`src/rtl/gcd_arb_pkg.sv`:
```
// Shared state encoding and constants for the gcd request arbiter.
package gcd_arb_pkg;

    typedef enum logic [1:0] {
        IDLE  = 2'd0,
        START = 2'd1,
        WAIT  = 2'd2,
        RESP  = 2'd3
    } arb_state_t;

    localparam int JOB_CNT_W = 16;

endpackage

```
`src/rtl/gcd_rr_pick.sv`:
```
// Round-robin requester search: first set request at or above the pointer, wrapping modulo NREQ.
module gcd_rr_pick #(
    parameter int NREQ = 4,
    parameter int IDXW = (NREQ > 1) ? $clog2(NREQ) : 1
) (
    input  logic [NREQ-1:0] i_req,
    input  logic [IDXW-1:0] i_rr_ptr,
    output logic [IDXW-1:0] o_gnt,
    output logic            o_any
);

    localparam logic [IDXW:0] NREQ_L = (IDXW + 1)'(NREQ);

    logic [IDXW:0] w_idx;

    // Walk offsets from farthest to nearest so the nearest hit overrides earlier ones.
    always_comb begin
        o_gnt = '0;
        o_any = 1'b0;
        w_idx = '0;
        for (int i = NREQ - 1; i >= 0; i--) begin
            w_idx = {1'b0, i_rr_ptr} + (IDXW + 1)'(i);
            if (w_idx >= NREQ_L) begin
                w_idx = w_idx - NREQ_L;
            end
            if (i_req[w_idx[IDXW-1:0]]) begin
                o_gnt = w_idx[IDXW-1:0];
                o_any = 1'b1;
            end
        end
    end

endmodule

```
`src/rtl/gcd_arbiter.sv`:
```
// Shares one gcd engine among NREQ requesters; one job in flight, round-robin grants.
module gcd_arbiter
    import gcd_arb_pkg::*;
#(
    parameter int NREQ = 4,
    parameter int W    = 8
) (
    input  logic                 clk,
    input  logic                 rst_n,
    input  logic [NREQ-1:0]      req_valid,
    input  logic [NREQ*W-1:0]    req_a,
    input  logic [NREQ*W-1:0]    req_b,
    output logic [NREQ-1:0]      req_ready,
    output logic [NREQ-1:0]      rsp_valid,
    output logic [W-1:0]         rsp_res,
    input  logic [NREQ-1:0]      rsp_ready,
    output logic [W-1:0]         eng_a,
    output logic [W-1:0]         eng_b,
    output logic                 eng_start,
    input  logic                 eng_res_rdy,
    input  logic [W-1:0]         eng_res,
    output logic                 eng_res_fetch,
    output logic                 busy,
    output logic [JOB_CNT_W-1:0] job_cnt
);

    localparam int IDXW = (NREQ > 1) ? $clog2(NREQ) : 1;

    arb_state_t           r_state;
    arb_state_t           w_next;
    logic [IDXW-1:0]      r_ptr;
    logic [IDXW-1:0]      r_gnt;
    logic [IDXW-1:0]      w_gnt;
    logic                 w_any;
    logic [W-1:0]         r_a;
    logic [W-1:0]         r_b;
    logic [W-1:0]         r_res;
    logic [JOB_CNT_W-1:0] r_cnt;

    gcd_rr_pick #(
        .NREQ (NREQ),
        .IDXW (IDXW)
    ) u_pick (
        .i_req    (req_valid),
        .i_rr_ptr (r_ptr),
        .o_gnt    (w_gnt),
        .o_any    (w_any)
    );

    always_ff @(posedge clk or negedge rst_n) begin
        if (!rst_n) begin
            r_state <= IDLE;
        end else begin
            r_state <= w_next;
        end
    end

    always_comb begin
        w_next = r_state;
        case (r_state)
            IDLE:    if (w_any) w_next = START;
            START:   w_next = WAIT;
            WAIT:    if (eng_res_rdy) w_next = RESP;
            RESP:    if (rsp_ready[r_gnt]) w_next = IDLE;
            default: w_next = IDLE;
        endcase
    end

    // The grant pulse is combinational from req_valid, so it is gated while reset is held.
    always_comb begin
        req_ready     = '0;
        rsp_valid     = '0;
        eng_start     = 1'b0;
        eng_res_fetch = 1'b0;
        busy          = 1'b1;
        case (r_state)
            IDLE: begin
                busy = 1'b0;
                if (w_any && rst_n) req_ready[w_gnt] = 1'b1;
            end
            START:   eng_start = 1'b1;
            WAIT:    eng_res_fetch = eng_res_rdy;
            RESP:    rsp_valid[r_gnt] = 1'b1;
            default: busy = 1'b1;
        endcase
    end

    always_ff @(posedge clk or negedge rst_n) begin
        if (!rst_n) begin
            r_ptr <= '0;
            r_gnt <= '0;
            r_a   <= '0;
            r_b   <= '0;
            r_res <= '0;
            r_cnt <= '0;
        end else begin
            if (r_state == IDLE && w_any) begin
                r_gnt <= w_gnt;
                r_a   <= req_a[w_gnt*W +: W];
                r_b   <= req_b[w_gnt*W +: W];
            end
            if (r_state == WAIT && eng_res_rdy) begin
                r_res <= eng_res;
            end
            if (r_state == RESP && rsp_ready[r_gnt]) begin
                r_ptr <= (r_gnt == IDXW'(NREQ - 1)) ? '0 : r_gnt + IDXW'(1);
                r_cnt <= r_cnt + JOB_CNT_W'(1);
            end
        end
    end

    assign eng_a   = r_a;
    assign eng_b   = r_b;
    assign rsp_res = r_res;
    assign job_cnt = r_cnt;

endmodule

```
`config.mk`:
```
export PLATFORM = sky130hd
export DESIGN_NAME = gcd_arbiter
export DESIGN_NICKNAME = d
export VERILOG_FILES = /design/src/rtl/gcd_arb_pkg.sv /design/src/rtl/gcd_rr_pick.sv /design/src/rtl/gcd_arbiter.sv
export SDC_FILE = /design/constraint.sdc
export NUM_CORES = 1
export LEC_CHECK = 0
export CORE_MARGIN = 2
export CORE_UTILIZATION = 40
export CTS_CLUSTER_DIAMETER = 60
export DETAILED_ROUTE_END_ITERATION = 12
export HOLD_SLACK_MARGIN = 0.05
export PLACE_DENSITY_LB_ADDON = 0.05
export SLEW_MARGIN = 20
export SYNTH_ARGS = -nofsm -noshare
export SYNTH_HDL_FRONTEND = slang
export SYNTH_SLANG_ARGS = --single-unit
export TNS_END_PERCENT = 30
```
`constraint.sdc`:
```
create_clock -name clk -period 2.11 [get_ports clk]
set_input_delay 0.3165 -clock clk [delete_from_list [all_inputs] [get_ports clk]]
set_output_delay 0.3165 -clock clk [all_outputs]
set_load 0.005 [all_outputs]
```
==> impl_metrics.toml, run 1 <==
[global_route]
grtUsageTotal_pct = 21.3
grt_start_max_net_pins = 47
antenna_found_initial = 0
grt_pass1_wl_um = 12400
grt_pass1_vias = 2509
grt-ovfl-total = 0

[clocking]
cts_buffers = 5
cts_sinks = 46
clock_latency_ps = 300
htreeDepth = 2
tritoncts = "done"
hold_buffers = 0
cts_buffer_depth = 2
path_clk_slew_ps = 90
cts-root-buf = "clkbuf_8"

[outcome]
status = "finished, violations left"
violations = "negative setup slack"

[synth]
synth_cell_types = 42
yosysWarnings = 0
yosysSeqAreaShare_pct = 43.7
synth_area_um2 = 2630
syn-instance-count = 269
avgSynthCellArea_um2 = 9.79
ys.flop_type = "dfrtp_1"
synth_most_common_cell = "dfrtp_1"
synth_common_cells = "46 x dfrtp_1, 34 x nand2_1, 32 x a211oi_1, 22 x nor2_1, 19 x nor3_1"
synth.top_cell.area_share_pct = 43.7
synth_edf_count = 0
yosys_register_bits = 46
synth_top_cell_by_area = "dfrtp_1"
synth-async-reset-ratio_pct = 100
syn_nets = 361
synth_area_leaders = "dfrtp_1 44%, a211oi_1 9.1%, mux2i_1 6.5%"

[sta]
setup_ws_ps = -44.1
final-hold-violation-count = 0
worstMarginPinSlew_ps = 605
maxSlewViolCount = 0
fin_crit_sh_pct = 102
skew_ps = 7.03
hold_ws_ps = 173
fmax_ghz = 0.464
finalSetupViolations = 4
rsz0062_at_grt = "yes"
relSlewSlack_pct = 59.6
period_needed_ps = 2150

[pwr]
p_sw_share_pct = 35.1
max-vdd-ir-drop_v = 0.000723
p_switching_mw = 1.63
p_comb_share_pct = 54.5
power_frac_clock_pct = 14.3
leakagePower_nw = 1.92
seq_power_share_pct = 31.1
power_density_nw_per_um2 = 1060
power.internal_mw = 3.01

[die]
io_pins = 134
start_util_pct = 41.5
die_y_um = 85.1
dieArea_um2 = 7250
core_area_um2 = 6350
die_w_um = 85.1
core.rowCount = 29

[placed_design]
io_buffers = 133
dp_cells = 490
place_area_um2 = 4190
dp_hpwl_um = 5780
globalplace.congestion = 0.834
post-place-ws_ps = -473

[finish]
final_cells = 500
area_delta_synth_final_pct = 66.3
final_nets = 514
final_cell_area_um2 = 4380
diodes = 0
post-route-util_pct = 69.0
drive_gt1_share_pct = 16.8

[drt]
firstDrtPassIters = 4
avgRoutedWirePerCell_um = 15.6
vias = 2598
postRouteAntennaNets = 0
drtIter0Drc = 122
via_per_inst = 5.20
finalWirelength_um = 7790
drc_errors = 0

[setup_path]
critPathMaxFanout = 6
arrival_ps = 1840
rrSetupSlack_ps = 80
critPathKind = "primary input to output port"
worst_setup_path_start_kind = "primary input"
cp-end-kind = "output port"
crit_required_ps = 1790

[hold_path]
min_path_type = "primary input to async pin"

[job]
maxCapViolations = 0
## stage by stage
step	TNS (ps)	power, mW
after floorplan	0	2.60
after global placement	-5300	3.84
after detailed placement	-7080	3.91
after CTS	-73.8	4.61
after global routing	-445	4.97
final	-101	4.63
## timing repair
item                                    CTS  global route
gates resized for setup                  19            16
pin swaps                                 3             7
endpoints found under the setup margin   15            17
setup buffers                             2             0
## placed cells by master (no fill, tap or decap), types with 11 or more instances in the layout
cell             count
clkdlybuf4s50_1    126
nor2_1              21
a211oi_1            29
nand2_1             33
buf_4               23
dfrtp_1             46
inv_1               11
mux2i_1             16
nor3_1              17
xnor2_1             11
## per-layer routing
metal / GRT usage, % / wire length [µm]
met5: 0 / 0
met4: 6.20 / 157
met3: 4.47 / 540
met2: 34.2 / 3750
met1: 29.1 / 3350
## layout make-up
type	instances	area (µm²)
timing repair buffer	159	1530
inverter	11	41.3
multi-input combinational	199	1450
clock inverter	2	37.5
clock buffer	6	72.6
fill	528	1970
sequential	46	1150
tap	77	96.3
## registers in the layout, summed over array words and instances, names as in the netlist
register  count
job_cnt      16
eng_a         8
eng_b         8
rsp_res       8
r_gnt         2
r_ptr         2
r_state       2
## cell families (layout without fill, tap and decap cells)
| family | count (synthesis) | in the layout | share of synthesized area, % |
|---|---|---|---|
| flops | 46 | 46 | 43.7 |
| mux | 26 | 26 | 10.7 |
| buf+inv | 24 | 178 | 4.32 |
| compound gates | 43 | 43 | 12.2 |
| xor+xnor | 15 | 15 | 4.99 |
| fa+ha+maj | 9 | 9 | 4.28 |
| simple gates | 106 | 106 | 19.8 |
## worst max-delay path, cell delays in order
cell,delay [ps]
clkdlybuf4s50_1,480
mux2i_2,240
nor2_2,80
a311o_2,420
nor3b_2,180
buf_2,130
## power groups by stage
| stage | logic, mW | clock network [mW] | registers, mW |
|---|---|---|---|
| floorplan | 1.14 | 0 | 1.46 |
| global placement | 2.40 | 0 | 1.44 |
| detailed placement | 2.45 | 0 | 1.46 |
| CTS | 2.49 | 0.682 | 1.44 |
| global route | 2.77 | 0.720 | 1.49 |
| finish | 2.53 | 0.664 | 1.44 |
## final timing paths
check / from / end / cells after the start
max: req_valid[0] / req_ready[2] / 6
min: rst_n / r_gnt[0]$_DFFE_PN0P_ / 2
max reg2reg: r_ptr[1]$_DFFE_PN0P_ / eng_b[7]$_DFFE_PN0P_ / 7
min reg2reg: job_cnt[15]$_DFFE_PN0P_ / job_cnt[15]$_DFFE_PN0P_ / 1
max in group asynchronous: rst_n / eng_a[2]$_DFFE_PN0P_ / 2
min in group clk: job_cnt[15]$_DFFE_PN0P_ / job_cnt[15]$_DFFE_PN0P_ / 1
No activity file was read; power rests on OpenSTA's default activity.
==> run 2: changes to the inputs <==
PLACE_DENSITY = 0.79   (was default)
PLACE_DENSITY_LB_ADDON = default   (was 0.05)
clock period = 2.25 ns   (was 2.11 ns; I/O delays follow)
==> run 2 against run 1 <==
The flow still finishes with violations (negative setup slack); die area unchanged; first-iteration DRC count down 30%; worst hold slack better by 42 ps; sequential cell count unchanged; register-to-register slack better by 160 ps; critical path depth unchanged; total power down 12%; critical path type unchanged; critical endpoint is now req_ready[0]; highest routed layer unchanged.
==> impl_metrics.toml, run 2 (synthesis gave the netlist of run 1 again) <==
[sta]
setup-tns-final_ps = -427
rsz0062_at_grt = "yes"
fin_crit_sh_pct = 110
worstMarginPinSlew_ps = 583
period_needed_ps = 2470
maxSlewViolCount = 0
relSlewSlack_pct = 61.1
setup_ws_ps = -219
skew_ps = 8.86
fmax_ghz = 0.405
finalSetupViolations = 2
final-hold-violation-count = 0

[outcome]
violations = "negative setup slack"
status = "finished, violations left"

[drt]
postRouteAntennaNets = 0
drc_errors = 0
vias = 2548
avgRoutedWirePerCell_um = 15.0
finalWirelength_um = 7370
drtIter0Drc = 86
via_per_inst = 5.19
firstDrtPassIters = 4

[global_route]
grt-ovfl-total = 0
grt_pass1_vias = 2526
grt_start_max_net_pins = 47
grtUsageTotal_pct = 20.8
antenna_found_initial = 0
grt_pass1_wl_um = 12200

[die]
core_area_um2 = 6350
core.rowCount = 29
start_util_pct = 41.5
die_y_um = 85.1
die_w_um = 85.1
io_pins = 134
dieArea_um2 = 7250

[clocking]
hold_buffers = 0
cts_buffers = 5
tritoncts = "done"
path_clk_slew_ps = 80
htreeDepth = 2
cts_sinks = 46
cts-root-buf = "clkbuf_8"
cts_buffer_depth = 2
post_cts_buffers = 0
clock_latency_ps = 290

[setup_path]
worst_setup_path_start_kind = "primary input"
critPathMaxFanout = 3
cp-end-kind = "output port"
arrival_ps = 2130
critPathKind = "primary input to output port"
crit_required_ps = 1910

[finish]
post-route-util_pct = 67.0
drive_gt1_share_pct = 12.1
final_nets = 506
layout.cells.most_common = "clkdlybuf4s50_1"
most-common-layout-cells = "127 x clkdlybuf4s50_1, 45 x dfrtp_1, 33 x nand2_1, 32 x a211oi_1, 21 x nor2_1"
area_delta_synth_final_pct = 61.5
final_cells = 491
diodes = 0
largest_reg_flops = 16
final_cell_area_um2 = 4250
fill_cells = 525

[pwr]
total_power_mw = 4.09
max-vdd-ir-drop_v = 0.000744
leakagePower_nw = 1.88
power_density_nw_per_um2 = 962

[placed_design]
dp_hpwl_um = 5840
place_area_um2 = 4160
globalplace.congestion = 0.783
dp_cells = 484
io_buffers = 133

[hold_path]
min_path_type = "primary input to async pin"

[job]
maxCapViolations = 0
run 2: report_power, final:
group	internal (mW)	switching, mW
clock	0.209	0.266
combinational	1.28	0.954
sequential	1.14	0.238
total	2.63	1.46
run 2: per-stage QoR:
stage	worst slack (ps)	hold WS, ps
after floorplan	285	41.9
after global routing	-277	267
final	-219	215
after detailed placement	-388	463
after global placement	-336	461
after CTS	-205	232
run 2: area by class of cell:
cell class	count	area, µm²	share of cell area [%]
timing repair buffer	151	1500	35.2
multi-input combinational	199	1390	32.6
sequential	46	1150	27.1
tap	77	96.3	2.27
clock buffer	5	68.8	1.62
inverter	11	41.3	0.971
clock inverter	2	10.0	0.235
run 2: path summary, 6_finish.rpt:
path | startpoint | endpoint | slack [ps] | cells after the start
setup / recovery | req_valid[1] | req_ready[0] | -220 | 6
max in group asynchronous | rst_n | r_ptr[1]$_DFFE_PN0P_ | 1610 | 2
min in group clk | job_cnt[15]$_DFFE_PN0P_ | job_cnt[15]$_DFFE_PN0P_ | 470 | 1
hold / removal | rst_n | job_cnt[11]$_DFFE_PN0P_ | 220 | 2
setup reg to reg | r_state[1]$_DFFE_PN0P_ | eng_a[7]$_DFFE_PN0P_ | 240 | 9
hold reg to reg | job_cnt[15]$_DFFE_PN0P_ | job_cnt[15]$_DFFE_PN0P_ | 470 | 1
run 2: timing repair:
item                                    in CTS  in global routing
endpoints found under the setup margin       4                  4
cloned                                       0                  0
gates resized for setup                      8                  3
pin swaps                                    2                  1
run 2: worst max-delay path, stage by stage:
cell and delay [ps]:
clkdlybuf4s50_1 520, inv_1 70, a311oi_1 350, nor2_1 120, nor3b_1 200, clkdlybuf4s50_1 520
run 2: layer usage:
layer,track usage (%),vias up,wire length (µm)
li1,-,1247,-
met1,27.3,1208,3200
met2,35.1,87,3610
met3,5.25,6,502
met4,4.33,0,62
met5,0,-,0
==> run 3: changes to the inputs <==
SKIP_CTS_REPAIR_TIMING = 1   (was default)
==> run 3 against run 2 <==
The run still ends with negative setup slack left; core utilization is 0.079 points higher; combinational power hardly changed; critical path depth stayed put; largest cell class unchanged.
==> impl_metrics.toml, run 3 (synthesis gave the netlist of run 1 again) <==
[global_route]
grt_pass1_vias = 2517
antenna_found_initial = 0
grt-ovfl-total = 0
grtUsageTotal_pct = 20.8
grt_start_max_net_pins = 47
grt_pass1_wl_um = 12100

[clocking]
cts_sinks = 46
clock_latency_ps = 290
path_clk_slew_ps = 80
tritoncts = "done"
cts_buffers = 5
htreeDepth = 2
cts-root-buf = "clkbuf_8"
cts_buffer_depth = 2

[finish]
drive_gt1_share_pct = 11.4
most-common-layout-cells = "128 x clkdlybuf4s50_1, 45 x dfrtp_1, 34 x nand2_1, 32 x a211oi_1, 22 x nor2_1"
final_cells = 491
diodes = 0
largest_reg_flops = 16
layout.cells.most_common = "clkdlybuf4s50_1"
final_cell_area_um2 = 4260
area_delta_synth_final_pct = 61.7
post-route-util_pct = 67.1
final_nets = 506

[hold_path]
min_path_type = "primary input to async pin"

[sta]
fin_crit_sh_pct = 110
setup_ws_ps = -215
maxSlewViolCount = 0
final-hold-violation-count = 0
setup-tns-final_ps = -419
finalSetupViolations = 2
skew_ps = 8.59
fmax_ghz = 0.406
worstMarginPinSlew_ps = 585
relSlewSlack_pct = 61.0
period_needed_ps = 2470
rsz0062_at_grt = "yes"
hold_ws_ps = 203

[pwr]
leakagePower_nw = 1.91
total_power_mw = 4.09
max-vdd-ir-drop_v = 0.000744
power_density_nw_per_um2 = 960

[placed_design]
dp_hpwl_um = 5840
dp_cells = 484
globalplace.congestion = 0.783
io_buffers = 133
place_area_um2 = 4160
post-place-ws_ps = -388

[die]
dieArea_um2 = 7250
core.rowCount = 29
io_pins = 134
start_util_pct = 41.5
die_w_um = 85.1
core_area_um2 = 6350
die_y_um = 85.1

[setup_path]
crit_required_ps = 1910
worst_setup_path_start_kind = "primary input"
arrival_ps = 2130
critPathKind = "primary input to output port"
cp-end-kind = "output port"
critPathMaxFanout = 3

[outcome]
status = "finished, violations left"
violations = "negative setup slack"

[drt]
drc_errors = 0
via_per_inst = 5.19
postRouteAntennaNets = 0
finalWirelength_um = 7420
drtIter0Drc = 91
avgRoutedWirePerCell_um = 15.1
vias = 2549
firstDrtPassIters = 4

[job]
maxCapViolations = 0
-- run 3: worst paths after layout --
kind | cells past startpoint | start | to | slack [ps]
min | 2 | rst_n | job_cnt[11]$_DFFE_PN0P_ | 200
min in group clk | 1 | job_cnt[15]$_DFFE_PN0P_ | job_cnt[15]$_DFFE_PN0P_ | 470
max reg2reg | 9 | r_state[1]$_DFFE_PN0P_ | eng_a[7]$_DFFE_PN0P_ | 240
max | 6 | req_valid[1] | req_ready[0] | -220
min reg2reg | 1 | job_cnt[15]$_DFFE_PN0P_ | job_cnt[15]$_DFFE_PN0P_ | 470
max in group asynchronous | 2 | rst_n | r_ptr[1]$_DFFE_PN0P_ | 1620
-- run 3: power breakdown --
group | leakage (nW) | internal [mW] | switching [mW]
Sequential | 0.557 | 1.14 | 0.238
Clock | 0.0438 | 0.209 | 0.267
Combinational | 1.31 | 1.28 | 0.954
Total | 1.91 | 2.63 | 1.46
-- run 3: layer usage --
metal | vias up | share of wire (%) | GRT usage [%]
met5 | - | 0 | 0
met4 | 0 | 1.1 | 4.33
met3 | 8 | 7.2 | 5.25
met2 | 99 | 48 | 34.8
met1 | 1192 | 43 | 27.3
li1 | 1250 | - | -
-- run 3: area by class of cell --
| class | instances | area (µm²) |
|---|---|---|
| inverters | 11 | 41.3 |
| clock buffers | 5 | 68.8 |
| clock inverters | 2 | 10.0 |
| well taps | 77 | 96.3 |
| repair buffers | 151 | 1510 |
| fillers | 523 | 2090 |
| multi-input cells | 199 | 1380 |
| flip-flops and latches | 46 | 1150 |
-- run 3: critical path, stage by stage --
cell             delay (ps)
clkdlybuf4s50_1         520
inv_1                    70
a311oi_1                350
nor2_1                  120
nor3b_1                 200
clkdlybuf4s50_1         520
